$ cat src/rtl/demux_slot_sequencer_if.sv
// demux_slot_sequencer_if: upstream handshake plus demux/frame outputs of the slot sequencer.
//   Enable, Slot_Mask[3:0] : run request and slot enables
//   In_Data, In_Valid      : serial bit stream in
//   In_Ready               : sequencer accepts a bit this cycle
//   A[1:0], In, Strobe     : demux select, data, delivered-bit qualifier
//   Frame_Start            : first strobe cycle of a frame
//   Frame_Count            : completed frames (wraps)
//   Busy                   : sequencer not idle
interface demux_slot_sequencer_if #(
   parameter int FCNT_W = 8
);
   logic              Enable;
   logic [3:0]        Slot_Mask;
   logic              In_Data;
   logic              In_Valid;
   logic              In_Ready;
   logic [1:0]        A;
   logic              In;
   logic              Strobe;
   logic              Frame_Start;
   logic [FCNT_W-1:0] Frame_Count;
   logic              Busy;
   modport master (
      output Enable, Slot_Mask, In_Data, In_Valid,
      input  In_Ready, A, In, Strobe, Frame_Start, Frame_Count, Busy
   );
   modport slave (
      input  Enable, Slot_Mask, In_Data, In_Valid,
      output In_Ready, A, In, Strobe, Frame_Start, Frame_Count, Busy
   );
endinterface

$ cat src/rtl/demux_slot_sequencer.sv
// demux_slot_sequencer: deals a serial bit stream round-robin across enabled 1-to-4 demux slots.
//   clk   : clock, rising edge
//   rst_n : asynchronous active-low reset
//   bus   : slave side of demux_slot_sequencer_if (handshake in, demux select/data/strobe
//           and frame framing out)
module demux_slot_sequencer #(
   parameter int DWELL  = 1,
   parameter int FCNT_W = 8
) (
   input  logic                        clk,
   input  logic                        rst_n,
   demux_slot_sequencer_if.slave       bus
);
   localparam int DW = DWELL > 1 ? $clog2(DWELL) : 1;
   typedef enum logic [1:0] {IDLE, LOAD, HOLD} state_t;
   state_t            state_q, state_d;
   logic [3:0]        mask_q, mask_d;
   logic [DW-1:0]     dwell_q, dwell_d;
   logic [1:0]        a_q, a_d;
   logic              in_q, in_d, strobe_q, strobe_d, fs_q, fs_d, first_q, first_d;
   logic [FCNT_W-1:0] fcnt_q, fcnt_d;
   logic [3:0]        above;
   logic              start, wrap;
   // An empty mask yields index 0, which is also the idle select value.
   function automatic logic [1:0] low_idx(input logic [3:0] m);
      return m[0] ? 2'd0 : m[1] ? 2'd1 : m[2] ? 2'd2 : {2{m[3]}};
   endfunction
   // Slots strictly above the current one that are still enabled this frame.
   assign above = mask_q & 4'(4'b1110 << a_q);
   assign wrap  = above == 4'b0;
   assign start = bus.Enable && |bus.Slot_Mask;
   always_comb begin
      state_d = state_q;
      mask_d  = mask_q;
      dwell_d = dwell_q;
      a_d     = a_q;
      in_d    = in_q;
      strobe_d = strobe_q;
      fs_d    = 1'b0;
      first_d = first_q;
      fcnt_d  = fcnt_q;
      case (state_q)
         IDLE: if (start) begin
            mask_d  = bus.Slot_Mask;
            a_d     = low_idx(bus.Slot_Mask);
            first_d = 1'b1;
            state_d = LOAD;
         end
         LOAD: if (bus.In_Valid) begin
            in_d     = bus.In_Data;
            strobe_d = 1'b1;
            dwell_d  = '0;
            fs_d     = first_q;
            first_d  = 1'b0;
            state_d  = HOLD;
         end
         HOLD: begin
            dwell_d = dwell_q + DW'(1);
            if (dwell_q == DW'(DWELL - 1)) begin
               strobe_d = 1'b0;
               in_d     = 1'b0;
               state_d  = LOAD;
               a_d      = low_idx(wrap ? mask_q : above);
               if (wrap) begin
                  fcnt_d = fcnt_q + FCNT_W'(1);
                  // Frame boundary: the only point where run request and mask are re-sampled.
                  if (start) begin
                     mask_d  = bus.Slot_Mask;
                     a_d     = low_idx(bus.Slot_Mask);
                     first_d = 1'b1;
                  end else begin
                     a_d     = 2'd0;
                     state_d = IDLE;
                  end
               end
            end
         end
         default: state_d = IDLE;
      endcase
   end
   always_ff @(posedge clk or negedge rst_n) begin
      if (!rst_n) begin
         state_q  <= IDLE;
         mask_q   <= '0;
         dwell_q  <= '0;
         a_q      <= '0;
         in_q     <= 1'b0;
         strobe_q <= 1'b0;
         fs_q     <= 1'b0;
         first_q  <= 1'b0;
         fcnt_q   <= '0;
      end else begin
         state_q  <= state_d;
         mask_q   <= mask_d;
         dwell_q  <= dwell_d;
         a_q      <= a_d;
         in_q     <= in_d;
         strobe_q <= strobe_d;
         fs_q     <= fs_d;
         first_q  <= first_d;
         fcnt_q   <= fcnt_d;
      end
   end
   assign bus.In_Ready    = state_q == LOAD;
   assign bus.Busy        = state_q != IDLE;
   assign bus.A           = a_q;
   assign bus.In          = in_q;
   assign bus.Strobe      = strobe_q;
   assign bus.Frame_Start = fs_q;
   assign bus.Frame_Count = fcnt_q;
endmodule

$ cat src/flat_wrapper.sv
// flat-port wrapper written by rule: the top's interface ports become plain ports
module demux_slot_sequencer_flat 
#(
   parameter int DWELL  = 1,
   parameter int FCNT_W = 8
)
  (clk, rst_n, bus_Enable, bus_Slot_Mask, bus_In_Data, bus_In_Valid, bus_In_Ready, bus_A, bus_In, bus_Strobe, bus_Frame_Start, bus_Frame_Count, bus_Busy);
  demux_slot_sequencer_if #(.FCNT_W(FCNT_W)) bus_i ();
  input  logic clk;
  input  logic rst_n;
  input wire logic [$bits(bus_i.Enable)-1:0] bus_Enable;
  input wire logic [$bits(bus_i.Slot_Mask)-1:0] bus_Slot_Mask;
  input wire logic [$bits(bus_i.In_Data)-1:0] bus_In_Data;
  input wire logic [$bits(bus_i.In_Valid)-1:0] bus_In_Valid;
  output wire logic [$bits(bus_i.In_Ready)-1:0] bus_In_Ready;
  output wire logic [$bits(bus_i.A)-1:0] bus_A;
  output wire logic [$bits(bus_i.In)-1:0] bus_In;
  output wire logic [$bits(bus_i.Strobe)-1:0] bus_Strobe;
  output wire logic [$bits(bus_i.Frame_Start)-1:0] bus_Frame_Start;
  output wire logic [$bits(bus_i.Frame_Count)-1:0] bus_Frame_Count;
  output wire logic [$bits(bus_i.Busy)-1:0] bus_Busy;
  assign bus_i.Enable = bus_Enable;
  assign bus_i.Slot_Mask = bus_Slot_Mask;
  assign bus_i.In_Data = bus_In_Data;
  assign bus_i.In_Valid = bus_In_Valid;
  assign bus_In_Ready = bus_i.In_Ready;
  assign bus_A = bus_i.A;
  assign bus_In = bus_i.In;
  assign bus_Strobe = bus_i.Strobe;
  assign bus_Frame_Start = bus_i.Frame_Start;
  assign bus_Frame_Count = bus_i.Frame_Count;
  assign bus_Busy = bus_i.Busy;
  demux_slot_sequencer #(.DWELL(DWELL), .FCNT_W(FCNT_W)) u_core (.clk(clk), .rst_n(rst_n), .bus(bus_i));
endmodule
$ cat config.mk
export PLATFORM = sky130hd
export DESIGN_NAME = demux_slot_sequencer_flat
export DESIGN_NICKNAME = d
export VERILOG_FILES = /design/src/rtl/demux_slot_sequencer_if.sv /design/src/rtl/demux_slot_sequencer.sv /design/src/flat_wrapper.sv
export SDC_FILE = /design/constraint.sdc
export NUM_CORES = 1
export LEC_CHECK = 0
export ABC_AREA = 1
export ABC_CLOCK_PERIOD_IN_PS = 1320
export CAP_MARGIN = 30
export CORE_MARGIN = 5
export CORE_UTILIZATION = 35
export CTS_BUF_LIST = sky130_fd_sc_hd__clkbuf_4 sky130_fd_sc_hd__clkbuf_8
export DETAILED_ROUTE_END_ITERATION = 8
export PLACE_DENSITY = 0.64
export SLEW_MARGIN = 30
export SYNTH_ARGS = -nofsm -noshare
export SYNTH_HDL_FRONTEND = slang
export SYNTH_SLANG_ARGS = --single-unit
$ cat constraint.sdc
create_clock -name clk -period 1.32 [get_ports clk]
set_input_delay 0.264 -clock clk [delete_from_list [all_inputs] [get_ports clk]]
set_output_delay 0.264 -clock clk [all_outputs]
set_load 0.05 [all_outputs]
After elaboration in Yosys (flattened, before gate mapping)
Cells that the tools add are included.
- output and inout port bits: 15
- word-level logic and storage cells: 70
- register bits after elaboration: 21
- memory bits (writable): 0
- memories kept: 0
- latch bits: 0
- ROM bits: 0
- bits of input ports: 9
- $add $sub $neg: 2
- bitwise operators: 2
- reductions and logical operators: 15
- equality and inequality tests: 6
- magnitude comparators: 0
- div/mod/pow operators: 0
- multiply operators: 0
- shifts and indexed selects: 1
- muxes and demuxes: 35
- operators by type and width (cell ; number):
    2-bit two-way mux ; 14
    4-bit two-way mux ; 4
    3-bit AND reduction ; 5
    1-bit two-way mux ; 10
    8-bit by 1-bit adder with 8-bit output, second input constant ; 1
    4-bit one-hot mux with 2 select lines ; 1
    1-bit one-hot mux with 2 select lines ; 3
    2-bit one-hot mux with 3 select lines ; 1
    2-bit nonzero test ; 3
    4-bit AND ; 1
    4-bit logical NOT ; 1
    2-bit by 1-bit inequality test with 1-bit output, second input constant ; 2
    2-bit inequality test, second input constant ; 2
    2-bit one-hot mux with 2 select lines ; 1
    4-bit AND reduction ; 1
    4-bit OR reduction ; 1
    4-bit by 2-bit left shift with 4-bit output, first input constant ; 1
    1-bit one-hot mux with 3 select lines ; 1
    3-bit nonzero test ; 1
    2-bit by 1-bit equality test with 1-bit output, second input constant ; 1
    2-bit equality test, second input constant ; 1
    2-bit logical NOT ; 1
    2-bit AND reduction ; 1
    1-bit adder, second input constant ; 1
    2 further kinds ; 2

Logic depth before layout (Yosys ltp)
- word-level depth: 10
- mapped depth: 9
- mapped depth without buffers: 9

Worst setup path before layout
OpenSTA, ideal clock, no wires.
- kind: reg2reg
- start point: register u_core.state_q[0]
- end point: register u_core.in_q (netlist: u_core.bus.In)
- required time: 1.200 ns
- cell stages (with the launch flop): 6
- buffers on the path: 0
- library setup time: 0.120 ns
- period minus slack after synthesis: 1.723 ns
- path slack: -0.403 ns
- data arrival time: 1.603 ns
- path through: dfrtp_1 -> inv_1 -> nor2_1 -> nand2_1 -> nand3_1 -> nand2_1
- cells in the longest elaborated chain, start to end: 3
- elaborated cells between the ends (all ways): 7
- those cells by class: eq/ne: 4; mux: 1; reduce/logical: 2
- RTL lines (element ; RTL line ; source):
    from (decl) ; demux_slot_sequencer.sv:16 ; state_t state_q, state_d;
    from (signal assigned) ; demux_slot_sequencer.sv:93 ; state_q <= state_d;
    2-bit by 1-bit equality test with 1-bit output * ; -- ;
    via bus_In_Ready ; flat_wrapper.sv:15 ; output wire logic [$bits(bus_i.In_Ready)-1:0] bus_In_Ready;
    2-bit inequality test (no source line) or 2-bit nonzero test (tied branches) ; -- ;
    3-bit AND reduction (no source line) ; -- ;
    to (signal assigned) ; demux_slot_sequencer.sv:97 ; in_q <= in_d;
    to (decl) ; demux_slot_sequencer.sv:20 ; logic in_q, in_d, strobe_q, strobe_d, fs_q, fs_d, first_q, first_d;
The timed path passes the listed nets; every way through them passes the cells marked *.
A chain may end at the register's enable or synchronous reset.

Worst setup path in the final report
- start point: register u_core.state_q[1]
- end point: output bus_In_Ready
- cells in the longest elaborated chain, start to end: 1
- RTL lines (element ; RTL line ; source):
    2-bit by 1-bit equality test with 1-bit output ; demux_slot_sequencer.sv:104 ; assign bus.In_Ready = state_q == LOAD;
    to (decl) ; flat_wrapper.sv:15 ;
Every way passes these cells.

==> impl_metrics.py <==
metrics = {
    "critical_path": {
        "crit_path_max_fanout": 3,
        "path_cells": "buf_6, nor2_4, buf_12",
        "worst_setup_path_start_kind": "register",
        "critical-path-top-delay-family": "flip-flops",
        "r2r-start": "u_core.bus.A[1]",
        "worst-path-stages": 3,
        "reg2reg_to": "u_core.bus.Frame_Count[4]",
        "timing.reg2reg.worst_path_depth": 9,
        "crit_path_top_delay_cell": "sky130_fd_sc_hd__dfrtp_2",
        "cp-end-kind": "output pin",
        "crit_path_max_incr_delay_ns": 0.46,
        "crit_path_end": "bus_In_Ready",
        "worst-setup-path-type": "reg2out",
        "cp.buffers_inverters": 2,
        "cp.arrival_ns": 1.16,
        "crit_path_start": "u_core.state_q[1]",
        "r2r_setup_slack_ns": -0.03,
        "crit_required_ns": 1.06,
    },
    "global_route": {
        "gr-usage-all-layers_pct": 12.08,
        "first_global_vias": 974,
        "grt_max_degree": 21,
        "grt_antenna_before_repair": 0,
        "grt_first_pass_wirelength_mm": 4.133,
        "grt_remaining_overflow": 0,
    },
    "floorplan": {
        "fp-row-count": 20,
        "design.portCount": 24,
        "fp.dieH_um": 66.47,
        "fp.dieW_um": 66.47,
        "initial_util_pct": 36.56,
        "dieArea_um2": 4418,
        "core_area_um2": 3053,
    },
    "finish": {
        "final_layout_size_suffix_gt1_share_pct": 46.63,
        "syn_to_final_growth_pct": 64.57,
        "final_common_cell": "sky130_fd_sc_hd__nand2_1",
        "ant_diodes": 0,
        "num-nets-final": 189,
        "num-fill-cells": 272,
        "commonest_cells_after_routing_fill_and_taps_aside": "20 x sky130_fd_sc_hd__nand2_1, 15 x sky130_fd_sc_hd__inv_1, 15 x sky130_fd_sc_hd__buf_4",
        "instances_no_fill": 222,
    },
    "detailed_routing": {
        "drt_wl_total_mm": 2.520,
        "detailroute.via_count": 989,
        "drt_iter0_markers": 46,
        "detail_route.first_pass.iterations": 4,
        "routed_via_density": 4.455,
        "final_antenna_net_count": 0,
        "wire_per_inst_um": 11.35,
        "drcViolationCount": 0,
    },
    "placement": {
        "dpl.cell_count": 212,
        "globalplace.congestion": 0.7902,
        "hpwl_mm": 1.908,
        "io_buf_count": 23,
    },
    "sta": {
        "min_period_ns": 1.425,
        "timing.max_slew.rel_slack_pct": 82.81,
        "min_period_over_period_pct": 108.0,
        "max_slew.worst_pin.slew_ns": 0.2578,
        "max_freq_mhz": 701.5,
        "finClkSkew_ns": 0.001393,
        "rsz_0062_raised_after_global_routing": "true",
        "worst_slack_setup_final_ns": -0.1054,
        "hold-worst-slack_ns": 0.2742,
        "finalHoldViolCount": 0,
        "setup-tns-final_ns": -0.2427,
        "setup_violations": 5,
        "final_max_slew_viol_count": 0,
    },
    "job": {
        "drv_cap": 0,
    },
    "clock_network": {
        "numClockSinks": 20,
        "clock_input_transition_at_the_sequential_cells_of_the_worst_setup_and_hold_paths_ns": 0.11,
        "cts-buffers-inserted": 3,
        "clock_tree.root_cell": "sky130_fd_sc_hd__clkbuf_4",
        "ctsHoldBuffers": 0,
        "clock_latency_ns": 0.31,
        "tritoncts": "built",
        "h-tree-depth": 1,
        "clk_path_buf_depth": 2,
    },
    "synth": {
        "synth_area_leader_cell": "sky130_fd_sc_hd__dfrtp_1",
        "post_synthesis_cell_area_um2": 1116,
        "ys_warn_count": 0,
        "portion_of_synthesized_cell_area_occupied_by_the_leading_cell_type_pct": 44.84,
        "ys_ff_latch": 20,
        "synthTopCellsByArea": "sky130_fd_sc_hd__dfrtp_1 45%, sky130_fd_sc_hd__nand2_1 8.1%, sky130_fd_sc_hd__inv_1 5.4%",
        "net_count_of_the_mapped_netlist": 140,
        "synth_cells": 130,
        "synth.yosys.seq_area_share_pct": 44.84,
        "post_synth_num_cell_types": 25,
        "syn_avg_cell_area_um2": 8.585,
    },
    "run_status": {
        "status": "finished with violations",
        "violations_in_the_final_reports": "negative setup slack",
    },
    "power": {
        "vdd_drop_max_mv": 1.072,
        "power.total_mw": 4.126,
        "power_density_nw_per_um2": 2246,
        "leakagePower_nw": 0.9030,
    },
    "hold_path": {
        "timing.hold.worst.class": "in2async",
    },
}
-- synthesized netlist by cell type, drive strengths merged --
library cell	n
o31ai	1
nand3	11
nand4	4
ha	1
a21oi	5
nor2	13
xor2	5
nor3	3
xnor2	1
mux2	2
clkinv	3
nand2	32
dfrtp	20
o21ai	7
inv	22
-- layout make-up --
cell class,instances,area (µm²),area share [%]
Tap cell,44,55.05,2.997
Multi-Input combinational cell,85,584.3,31.81
Timing Repair Buffer,44,551.8,30.04
Sequential cell,20,510.5,27.79
Inverter,25,98.84,5.381
Clock buffer,4,36.28,1.975
-- per-layer routing --
| metal | share of wire (%) | track usage [%] |
|---|---|---|
| met4 | 1.7 | 4.569 |
| met1 | 42 | 13.48 |
| met5 | 0 | 0 |
| met2 | 53 | 21.81 |
| met3 | 3.4 | 3.035 |
-- per-stage QoR --
stage	cell area, µm²	utilization (%)	setup slack (ns)
after floorplan	1136	-	-0.08616
after global placement	1672	54.75	-0.2170
after detailed placement	1672	54.75	-0.2824
after CTS	1740	57.01	-0.1280
after global routing	1837	60.16	-0.1653
final	1837	60.16	-0.1054
-- repair_timing --
action / CTS / global route
endpoints found under the setup margin: 4 / 18
pin swaps: 3 / 7
cloned: 0 / 0
buffers inserted: 2 / 5
resized for setup: 6 / 18
-- logic make-up after synthesis --
family / Yosys count / share of synthesized area [%]
simple gates: 63 / 30.38
buf+inv: 25 / 8.520
flops: 20 / 44.84
compound gates: 13 / 7.736
xor+xnor: 6 / 4.708
mux: 2 / 2.691
fa+ha+maj: 1 / 1.121
-- flip-flops by register name, summed over array words and instances, names as in the netlist, 2 cells and up --
register / cells
u_core.mask_q: 3
u_core.bus.A: 2
u_core.state_q: 2
u_core.bus.Frame_Count: 8
-- report_power, final --
group	internal (mW)	switching [mW]	leakage [nW]	total, mW
sequential	0.840	0.256	0.243	1.10
combinational	1.21	1.46	0.639	2.67
clock	0.169	0.191	0.0210	0.360
-- how the worst min path moves through the flow --
stage	startpoint	end	slack [ns]
3_3_place_gp	u_core.first_q	u_core.bus.Frame_Start	0.47
5_1_grt	rst_n	u_core.bus.Frame_Start	0.29
4_1_cts	rst_n	u_core.bus.In	0.28
6_report	rst_n	u_core.mask_q[3]	0.27
3_5_place_dp	u_core.first_q	u_core.bus.Frame_Start	0.49
2_1_floorplan	rst_n	u_core.bus.A[0]	-0.03
Note: power is estimated with default switching activity, not from simulation.
